==> config.mk <==
export PLATFORM = sky130hd
export DESIGN_NAME = if_fetch_stage
export DESIGN_NICKNAME = d
export VERILOG_FILES = /design/src/rtl/if_fetch_stage.sv
export SDC_FILE = /design/constraint.sdc
export NUM_CORES = 1
export LEC_CHECK = 0
export CORE_MARGIN = 4
export CORE_UTILIZATION = 45
export CTS_CLUSTER_SIZE = 12
export DETAILED_ROUTE_END_ITERATION = 10
export GPL_TIMING_DRIVEN = 0
export PLACE_DENSITY = 0.81
export SYNTH_ARGS = -nofsm -noshare
export SYNTH_HDL_FRONTEND = slang
export SYNTH_SLANG_ARGS = --single-unit
==> constraint.sdc <==
create_clock -name i_clk -period 2.4 [get_ports i_clk]
set_input_delay 0.24 -clock i_clk [delete_from_list [all_inputs] [get_ports i_clk]]
set_output_delay 0.24 -clock i_clk [all_outputs]
set_load 0.02 [all_outputs]
==> src/rtl/if_fetch_stage.sv <==
// Instruction-fetch stage: program counter, PC+4, next-PC selection and the IF/ID latch.
// Redirects (branch/jump), stalls, flushes and halt are all resolved here.
module if_fetch_stage #(
   parameter int               NBITS    = 32,
   parameter logic [NBITS-1:0] PC_RESET = '0
) (
   input  logic             i_clk,
   input  logic             i_reset,
   input  logic             i_enable,
   input  logic             i_stall,
   input  logic             i_pc_src,
   input  logic [NBITS-1:0] i_mux_sumador_branch,
   input  logic             i_jump,
   input  logic [NBITS-1:0] i_jump_addr,
   input  logic             i_halt,
   input  logic [NBITS-1:0] i_instruction,
   output logic [NBITS-1:0] o_pc,
   output logic [NBITS-1:0] o_sumador_pc4,
   output logic [NBITS-1:0] o_instruction,
   output logic             o_valid,
   output logic             o_halted,
   output logic [31:0]      o_fetch_count
);

   localparam logic [1:0] ST_IDLE   = 2'd0;
   localparam logic [1:0] ST_RUN    = 2'd1;
   localparam logic [1:0] ST_HALTED = 2'd2;

   logic [1:0]       state;
   logic [NBITS-1:0] pc_plus4;

   // Wraps modulo 2^NBITS; no carry is kept.
   assign pc_plus4 = o_pc + NBITS'(4);

   // NOTE: all state uses non-blocking assignments so every register samples pre-edge values.
   always_ff @(posedge i_clk) begin
      if (i_reset) begin
         state         <= ST_IDLE;
         o_pc          <= PC_RESET;
         o_sumador_pc4 <= '0;
         o_instruction <= '0;
         o_valid       <= 1'b0;
         o_halted      <= 1'b0;
         o_fetch_count <= '0;
      end else if (i_enable) begin
         case (state)
            ST_IDLE: begin
               state <= ST_RUN;
            end
            ST_RUN: begin
               if (i_halt) begin
                  state         <= ST_HALTED;
                  o_halted      <= 1'b1;
                  o_instruction <= '0;
                  o_valid       <= 1'b0;
               end else if (!i_stall) begin
                  // Redirects flush IF/ID but keep the last latched PC+4.
                  if (i_pc_src) begin
                     o_pc          <= i_mux_sumador_branch;
                     o_instruction <= '0;
                     o_valid       <= 1'b0;
                  end else if (i_jump) begin
                     o_pc          <= i_jump_addr;
                     o_instruction <= '0;
                     o_valid       <= 1'b0;
                  end else begin
                     o_pc          <= pc_plus4;
                     o_sumador_pc4 <= pc_plus4;
                     o_instruction <= i_instruction;
                     o_valid       <= 1'b1;
                     o_fetch_count <= o_fetch_count + 32'd1;
                  end
               end
            end
            ST_HALTED: begin
               o_valid <= 1'b0;
            end
            default: begin
               state <= ST_IDLE;
            end
         endcase
      end
   end

endmodule

==> results.ini <==
[status]
status = completed

[floorplanning]
die-area_sq_mm = 0.0159
rows = 42
num_io_pins = 233
chipHeight_um = 126
start_util_pct = 46.6
core_area_sq_mm = 0.0135
die_x_um = 126

[power_and_ir_drop]
power_frac_comb_pct = 8.9
p_int_mw = 4.11
ir_worst_vdd_uv = 516
powerDensity_mw_per_mm2 = 564
seqPwrFrac_pct = 41.8
p_clk_share_pct = 49.3
p_sw_mw = 1.25
leakage_nw = 3.19
swShare_pct = 23.3

[clock_tree]
cts_hold_buf = 0
cts_made_buffers = 17
cts_root_buf = clkbuf_16
cts_tree = done
cts_sinks = 132
cts_buffer_depth = 2
insertion_delay_ps = 430
clk_pin_slew_worst_paths_ps = 60
h-tree-depth = 4

[setup_path]
critical_path.most_common_cell = or4_4
cp-end-kind = flip-flop
cp.arrival_ps = 2660
cp_max_fo = 10
crit_slowest_cell = or4_4
start_kind = flip-flop
r2r_slack_ps = 110
timing.rr.start = o_pc[5]$_SDFFE_PP0P_
crit_end = o_pc[23]$_SDFFE_PP0P_
crit_chain = nand4_4 -> or4_4 -> buf_6 -> or4_4 -> a221oi_2 -> a31o_1
reg2reg_depth = 6
r2r-end = o_pc[23]$_SDFFE_PP0P_
worst-setup-path-type = reg -> reg
startpoint = o_pc[5]$_SDFFE_PP0P_
cp.required_ps = 2770
cp_slowest_stage_delay_ps = 590

[timing]
fin_ws_ps = 105
fin_crit_sh_pct = 95.6
worst_pin_slew_ps = 759
slew_headroom_pct = 49.4
skew_ps = 8.17
final_hold_viol_count = 0
fmax_mhz = 436
holdWs_ps = 242
final_max_slew_viol_count = 0
min_period_ps = 2290
report.final.setup_viol = 0

[placement]
placed_area_sq_mm = 0.00878
place.detailed.hpwl_um = 17000
port_buffers = 229
gp_congestion = 0.995
place_ws_ps = -551

[global_route]
grt_overflow = 0
grt_pass1_vias = 6756
grt_max_degree = 17
grt_usage_pct = 28.3
antenna_found_initial = 1
grt_pass1_wl_um = 36200

[finish]
layout.nets = 1129
stdcell_area_sq_mm = 0.00949
ff_latch_area_sq_mm = 0.00264
multiInputGateArea_sq_mm = 0.00341
drive_above_1_share_pct = 6.56
area_growth_pct = 51.3
fillerInstances = 1115

[synth]
yosysWarnings = 0
yosysUniqueCellTypes = 59
ys_seq_area_share_pct = 42.1
synthesis.nets = 880
synthFlopType = dfxtp_1
synth_edf_count = 0
ys_async_sr_fraction_pct = 0
netlist_area_sq_mm = 0.00627
synthCells = 775
syn-mean-instance-area_sq_um = 8.09
synth-seq-cells = 132

[drt]
detail-route-antenna-nets = 0
wl_um = 23200
wl_per_cell_um = 19.1
dr_total_vias = 6964
first_iter_violations = 723
vias_per_cell = 5.74
firstDrtPassIters = 7
drc = 0

[job]
cap_viol_max_count = 0

[worst_hold_path]
hp-class = in -> reg

==> how the worst min path moves through the flow <==
stage	startpoint	endpoint	slack, ps	depth (start not counted)
floorplan	i_enable	state[0]$_SDFFE_PP0P_	390	2
detailed placement	o_instruction[28]$_SDFFE_PP0P_	o_instruction[28]$_SDFFE_PP0P_	440	2
finish	i_halt	state[1]$_SDFFE_PP0P_	240	3
global placement	o_sumador_pc4[22]$_SDFFE_PP0P_	o_sumador_pc4[22]$_SDFFE_PP0P_	430	2
global route	i_halt	state[1]$_SDFFE_PP0P_	300	3
CTS	i_halt	state[1]$_SDFFE_PP0P_	240	3
==> sequential cells by signal, indices dropped and copies added, names as in the netlist <==
name / count
o_valid: 1
o_pc: 32
o_instruction: 32
o_sumador_pc4: 32
state: 2
o_halted: 1
o_fetch_count: 32
==> critical path: cells and delay by family, from the launching register on <==
family / cells / cell delay (ps)
buf+inv: 1 / 160
flops: 1 / 480
simple gates: 3 / 1230
compound gates: 2 / 360
==> cells in the final DEF (no fill, tap or decap), drive strengths merged, types with 7 or more instances in the layout <==
cell type        n
a22o             9
inv             12
nor4            13
xor2            26
a221o            7
clkdlybuf4s50  229
o21ai           36
and3             8
clkbuf          73
o211ai           7
nor2            60
buf             15
a22oi           10
a221oi           8
nor3            19
and2             9
or3             10
nand2           88
a21oi           68
nand3           69
nand4           24
xnor2           20
and4             8
a211oi           9
dfxtp          132
==> kinds of logic (layout without fill, tap and decap cells) <==
logic type | count (synthesis) | after routing | share of synthesized area, %
simple gates | 327 | 327 | 26.0
compound gates | 187 | 187 | 19.4
flops | 132 | 132 | 42.1
buf+inv | 76 | 338 | 4.81
xor+xnor | 46 | 46 | 6.42
mux | 5 | 5 | 0.838
fa+ha+maj | 2 | 2 | 0.399
other cells | 0 | 1 | 0
==> Yosys cell counts, drive strengths merged (8+ instances only) <==
library cell,number,area share (%)
a211oi,9,1.1
a21oi,68,5.4
a221oi,8,1.2
a22o,9,1.3
a22oi,10,1.2
and2,9,0.90
and3,8,0.80
and4,8,1.1
buf,12,0.98
clkbuf,51,3.1
dfxtp,132,42
inv,12,0.72
nand2,88,5.3
nand3,69,5.5
nand4,24,2.6
nor2,60,3.6
nor3,19,1.5
nor4,13,1.3
o21ai,36,2.9
or3,10,1.0
xnor2,20,2.8
xor2,26,3.6
==> power groups by stage <==
stage	logic, mW	clock network [mW]	registers [mW]
after floorplan	0.171	0	2.30
after global placement	0.464	0	2.28
after detailed placement	0.466	0	2.28
after CTS	0.470	2.64	2.23
after global routing	0.505	2.74	2.24
final	0.478	2.64	2.24
==> through the flow <==
step | cells | setup TNS, ps | power [mW] | utilization (%)
2_1_floorplan | 775 | 0 | 2.47 | -
3_3_place_gp | 1180 | -13160 | 2.75 | 65.3
3_5_place_dp | 1180 | -13280 | 2.75 | 65.3
4_1_cts | 1211 | 0 | 5.35 | 69.9
5_1_grt | 1214 | -27.4 | 5.48 | 70.6
6_report | 1214 | 0 | 5.35 | 70.6
==> cell type report <==
type,instances,area share [%]
Clock buffer,24,5.29
Timing Repair Buffer,232,24.4
Tap cell,176,2.32
Antenna cell,1,0.0264
Inverter,13,0.514
Buffer,61,2.64
Clock inverter,8,1.03
Sequential cell,132,27.9
Multi-Input combinational cell,567,35.9
==> layer usage <==
layer	share of wire [%]	routed length [um]	global-route usage, %	vias up
met5	0	0	0	-
met4	3.6	841	12.7	0
met1	39	9050	34.6	3222
met3	11	2500	10.1	64
li1	-	-	-	3319
met2	47	10800	44.9	359
==> repair_timing <==
action / 4_1_cts / 5_1_grt
hold endpoints to repair: 0 / 0
gates resized for setup: 5 / 18
endpoints found under the setup margin: 9 / 28
pin swaps: 0 / 1
setup buffers: 0 / 3
Power figures use the tool's default switching activity.
